File: src/rtl/vga_timing_gen.sv
// -----------------------------------------------------------------------------
// vga_timing_gen
//
// Parametrised VGA raster timing generator for the pixel clock domain.
// It walks a (pixel_x, pixel_y) raster and produces sync pulses, a display
// enable and line/frame strobes for the frame-buffer and character renderers.
//
// All outputs come straight from flops. Sync, csync and de are decoded from
// the *next* counter values, so they change on the same edge as the counters.
// No output passes through combinational decode after a flop.
//
// Ports
//   clk          in   pixel-domain clock
//   rst          in   synchronous active-high reset
//   pix_en       in   pixel clock-enable; raster advances only when 1
//   resync       in   force raster to (0,0) on this edge (overrides pix_en)
//   pixel_x      out  current column, 0..H_TOTAL-1
//   pixel_y      out  current line, 0..V_TOTAL-1
//   hsync        out  horizontal sync, asserted level H_POL
//   vsync        out  vertical sync, asserted level V_POL (line aligned)
//   csync        out  composite sync, asserted (H_POL level) on hsync|vsync
//   de           out  display enable, 1 inside the visible window
//   line_start   out  one-clk strobe after the raster enters x=0
//   frame_start  out  one-clk strobe after the raster enters (0,0)
//   frame_cnt    out  completed frames, wraps 255 -> 0
// -----------------------------------------------------------------------------
module vga_timing_gen #(
  parameter int   H_ACTIVE = 640,
  parameter int   H_FP     = 16,
  parameter int   H_SYNC   = 96,
  parameter int   H_BP     = 48,
  parameter int   V_ACTIVE = 480,
  parameter int   V_FP     = 10,
  parameter int   V_SYNC   = 2,
  parameter int   V_BP     = 29,
  parameter logic H_POL    = 1'b0,
  parameter logic V_POL    = 1'b0,
  parameter int   CW       = 10
) (
  input  logic          clk,
  input  logic          rst,
  input  logic          pix_en,
  input  logic          resync,
  output logic [CW-1:0] pixel_x,
  output logic [CW-1:0] pixel_y,
  output logic          hsync,
  output logic          vsync,
  output logic          csync,
  output logic          de,
  output logic          line_start,
  output logic          frame_start,
  output logic [7:0]    frame_cnt
);

  localparam int H_TOTAL = H_ACTIVE + H_FP + H_SYNC + H_BP;
  localparam int V_TOTAL = V_ACTIVE + V_FP + V_SYNC + V_BP;

  // Sync windows as half-open ranges [start, end).
  localparam int HS_START = H_ACTIVE + H_FP;
  localparam int HS_END   = HS_START + H_SYNC;
  localparam int VS_START = V_ACTIVE + V_FP;
  localparam int VS_END   = VS_START + V_SYNC;

  localparam logic [CW-1:0] H_LAST = CW'(H_TOTAL - 1);
  localparam logic [CW-1:0] V_LAST = CW'(V_TOTAL - 1);
  localparam logic [CW-1:0] ONE    = CW'(1);

  // Elaboration-time guard: totals must fit in the counter width.
  if (H_TOTAL > (1 << CW)) begin : g_h_total_chk
    $error("vga_timing_gen: H_TOTAL does not fit in CW bits");
  end
  if (V_TOTAL > (1 << CW)) begin : g_v_total_chk
    $error("vga_timing_gen: V_TOTAL does not fit in CW bits");
  end

  // Window decode helpers; values are zero-extended CW-bit counters.
  function automatic logic in_window(input logic [CW-1:0] v, input int lo,
                                     input int hi_excl);
    int vi;
    vi = int'(v);
    return (vi >= lo) && (vi < hi_excl);
  endfunction

  function automatic logic sync_level(input logic active, input logic pol);
    return active ? pol : ~pol;
  endfunction

  // State
  logic [CW-1:0] x_q, x_d;
  logic [CW-1:0] y_q, y_d;
  logic [7:0]    fcnt_q, fcnt_d;
  logic          hs_q, hs_d;
  logic          vs_q, vs_d;
  logic          cs_q, cs_d;
  logic          de_q, de_d;
  logic          ls_q, ls_d;
  logic          fs_q, fs_d;

  // Raw "this edge loads x=0 / (0,0)" events before strobe shaping.
  logic line_load;
  logic frame_load;
  logic hs_act;
  logic vs_act;

  // Next-state raster and decode
  always_comb begin
    x_d        = x_q;
    y_d        = y_q;
    fcnt_d     = fcnt_q;
    line_load  = 1'b0;
    frame_load = 1'b0;

    if (resync) begin
      x_d        = '0;
      y_d        = '0;
      line_load  = 1'b1;
      frame_load = 1'b1;
    end else if (pix_en) begin
      if (x_q == H_LAST) begin
        x_d       = '0;
        line_load = 1'b1;
        if (y_q == V_LAST) begin
          y_d        = '0;
          frame_load = 1'b1;
          fcnt_d     = fcnt_q + 8'd1;
        end else begin
          y_d = y_q + ONE;
        end
      end else begin
        x_d = x_q + ONE;
      end
    end

    // A strobe that was high last clk is not re-asserted, so back-to-back
    // resync (or a degenerate 1-pixel line) still yields isolated pulses.
    ls_d = line_load & ~ls_q;
    fs_d = frame_load & ~fs_q;

    // Decode from next-state counters so levels land with the counters.
    hs_act = in_window(x_d, HS_START, HS_END);
    vs_act = in_window(y_d, VS_START, VS_END);
    hs_d   = sync_level(hs_act, H_POL);
    vs_d   = sync_level(vs_act, V_POL);
    cs_d   = sync_level(hs_act | vs_act, H_POL);
    de_d   = (int'(x_d) < H_ACTIVE) && (int'(y_d) < V_ACTIVE);
  end

  // Registered raster and outputs
  always_ff @(posedge clk) begin
    if (rst) begin
      x_q    <= '0;
      y_q    <= '0;
      fcnt_q <= 8'd0;
      hs_q   <= ~H_POL;
      vs_q   <= ~V_POL;
      cs_q   <= ~H_POL;
      de_q   <= 1'b1;
      ls_q   <= 1'b0;
      fs_q   <= 1'b0;
    end else begin
      x_q    <= x_d;
      y_q    <= y_d;
      fcnt_q <= fcnt_d;
      hs_q   <= hs_d;
      vs_q   <= vs_d;
      cs_q   <= cs_d;
      de_q   <= de_d;
      ls_q   <= ls_d;
      fs_q   <= fs_d;
    end
  end

  assign pixel_x     = x_q;
  assign pixel_y     = y_q;
  assign hsync       = hs_q;
  assign vsync       = vs_q;
  assign csync       = cs_q;
  assign de          = de_q;
  assign line_start  = ls_q;
  assign frame_start = fs_q;
  assign frame_cnt   = fcnt_q;

endmodule

File: config.mk
export PLATFORM = sky130hd
export DESIGN_NAME = vga_timing_gen
export DESIGN_NICKNAME = d
export VERILOG_FILES = /design/src/rtl/vga_timing_gen.sv
export SDC_FILE = /design/constraint.sdc
export NUM_CORES = 1
export LEC_CHECK = 0
export ABC_AREA = 1
export BUFFER_PORTS_ARGS = -buffer_cell sky130_fd_sc_hd__buf_2
export CORE_MARGIN = 3
export CORE_UTILIZATION = 40
export DETAILED_ROUTE_END_ITERATION = 7
export MAX_ROUTING_LAYER = met4
export SKIP_CTS_REPAIR_TIMING = 1
export SLEW_MARGIN = 40
export SYNTH_ARGS = -nofsm -noshare
export SYNTH_HDL_FRONTEND = slang
export SYNTH_SLANG_ARGS = --single-unit
File: constraint.sdc
create_clock -name clk -period 1.5 [get_ports clk]
set_input_delay 0.075 -clock clk [delete_from_list [all_inputs] [get_ports clk]]
set_output_delay 0.075 -clock clk [all_outputs]
set_load 0.02 [all_outputs]
==> out/qor.csv <==
metric;value;unit
outcome;complete, but fails checks;
violations;setup timing;
htree_num_levels;2;
worst_ir_drop_vdd;585;uV
hold_violations;0;
grt_pass1_vias;1947;
antenna_found_initial;0;
ant_nets;0;
drv_slew;0;
grt_max_degree;13;
synth-seq-cells;34;
finalSetupViolations;13;
cap_viol_max_count;0;
worst_slew_pin_slew;0.405;ns
grt.overflow.total;0;
routed_wirelength;5.65;mm
wl_per_cell;12.8;um
rsz0062_at_grt;true;
skew;0.00359;ns
most-common-layout-cells;57 x buf_4, 50 x nand2_1, 37 x buf_2;
min_period_over_period;114;%
cp_num_cells;10;
start_kind;flip-flop;
critical_path_class;flip-flop to flip-flop;
drc;0;
endpoint_kind;flip-flop;
critPathBufInv;1;
cts_made_buffers;5;
start_util;42.0;%
cp.required;1.69;ns
cp-startpoint;pixel_x[1];
p_leak;1.43;nW
fin_ws;-0.217;ns
cts.sinks;34;
clkLatencyLatePin;0.29;ns
rr_startpoint;pixel_x[1];
r2r_setup_slack;-0.22;ns
cp_max_fo;4;
critPathSlowestCell;dfxtp_4;
route.vias.total;2147;
syn-cell-area;1870;um^2
synth.avg_cell_area;6.55;um^2
synth-seq-area-share;36.4;%
pre_cts_ws;-0.267;ns
insertedDiodeCount;0;
die_x;74.3;um
clk_pin_slew;0.08;ns
crit_chain;ha_4 -> nand2_4 -> nor3_1 -> nand4_1 -> nand3_4 -> nand2_1 -> inv_1 -> nand2_2 -> nor2_4 -> nor2_1;
syn_inst;285;
dr.pass1.iters;4;
period_needed;1.72;ns
die_area;5530;um^2
cp_data_arrival_time;1.91;ns
r2r-end;csync;
cp-endpoint;csync;
io_buffers;37;
drtIter0Drc;187;
fmax;582;MHz
syn_to_final_growth;62.8;%
fin_tns_setup;-1.06;ns
rows;24;
r2r_cells;10;
viasPerCell;4.87;
cts_tree;built;
layout_commonest_cell;buf_4;
track_usage;20.5;%
powerDensity;617;nW/um^2
post_synth_num_cell_types;26;
coreArea;4440;um^2
clockBufferDepth;2;
hp-class;primary input to flip-flop;
gp_routability_congestion;0.861;
drive_above_1_share;51.4;%
slowest_delay;0.38;ns
yosysWarnings;0;
critPathTopFamily;simple AND/OR/NAND/NOR gates;
grt_pass1_wl;8.51;mm
clockRootBuffer;clkbuf_8;
dp_hpwl;3.90;mm
syn-num-nets;293;
io_pins;38;
die_h;74.3;um
slew_headroom;73.0;%
nets;396;
==> kinds of logic (layout without fill, tap and decap cells) <==
| family | count (synthesis) | count (layout) | synth area share [%] |
|---|---|---|---|
| flops | 34 | 34 | 36.4 |
| compound gates | 21 | 21 | 6.10 |
| buf+inv | 52 | 155 | 10.9 |
| xor+xnor | 4 | 4 | 1.88 |
| fa+ha+maj | 4 | 4 | 2.68 |
| simple gates | 170 | 171 | 42.1 |
==> registers in the layout, summed over array words and instances, names as in the netlist <==
register,flops
pixel_x,10
pixel_y,10
frame_cnt,8
csync,1
de,1
frame_start,1
hsync,1
line_start,1
vsync,1
==> layout make-up <==
cell class	count	area, um^2
clock buffers	5	68.8
clock inverters	3	43.8
fillers	388	1400
inverters	49	198
multi-input cells	200	1280
flip-flops and latches	34	729
well taps	52	65.1
repair buffers	98	658
==> how the worst min path moves through the flow <==
stage               startpoint  slack, ns          to  cells after the start
global route               rst       0.07  pixel_x[6]                      2
finish                     rst       0.06  pixel_x[6]                      2
CTS                        rst       0.05  pixel_x[6]                      2
floorplan               pix_en       0.24  pixel_x[0]                      3
global placement           rst       0.35  pixel_x[6]                      2
detailed placement         rst       0.36  pixel_x[6]                      2
==> worst register-to-register path, delay by kind of cell (launching register included) <==
family | cells | cell delay [ns]
and+or+nand+nor | 8 | 1.02
DFF | 1 | 0.38
adders and majority gates | 1 | 0.15
buffers and inverters | 1 | 0.06
==> synthesized netlist by cell type <==
master / n / area, um^2
nand2_1: 64 / 240
nor2_1: 48 / 180
inv_1: 46 / 173
dfxtp_1: 34 / 681
nand3_1: 26 / 130
nand4_1: 9 / 56.3
o21ai_0: 9 / 45.0
a21oi_1: 8 / 40.0
nor3_1: 8 / 40.0
nand3_2: 5 / 50.1
ha_1: 4 / 50.1
xor2_1: 4 / 35.0
nand2_2: 3 / 18.8
clkbuf_1: 2 / 7.51
inv_2: 2 / 7.51
nor2_4: 2 / 22.5
nor3b_1: 2 / 15.0
a211oi_1: 1 / 7.51
a31oi_1: 1 / 6.26
buf_6: 1 / 11.3
clkinv_1: 1 / 3.75
nor2_2: 1 / 6.26
nor3_2: 1 / 10.0
nor3_4: 1 / 16.3
o211ai_1: 1 / 7.51
o21bai_1: 1 / 7.51
==> stage by stage <==
step           power (mW)  hold WS, ns  util (%)  area (um^2)  cells
6_report             1.88       0.0581      68.4         3040    441
5_1_grt              1.93       0.0713      68.4         3040    441
3_5_place_dp         1.01        0.359      58.6         2600    426
4_1_cts              1.87       0.0491      61.1         2720    434
2_1_floorplan       0.966        0.239         -         1960    285
3_3_place_gp         1.01        0.353      58.6         2600    426
==> routing by layer <==
| metal | global-route usage [%] | vias to the layer above | wire length, um |
|---|---|---|---|
| li1 | - | 1107 | - |
| met1 | 26.5 | 972 | 2560 |
| met3 | 4.59 | 11 | 248 |
| met5 | - | - | 0 |
| met4 | 6.72 | 0 | 84 |
| met2 | 31.8 | 57 | 2760 |
==> where the power goes <==
part           switching [mW]  total, mW  leakage (nW)  internal, mW
registers             0.00571      0.896         0.287         0.890
logic                  0.0708      0.112          1.09        0.0412
clock network           0.373      0.868        0.0547         0.496
total                   0.449       1.88          1.43          1.43
Note: power is estimated with default switching activity, not from simulation.
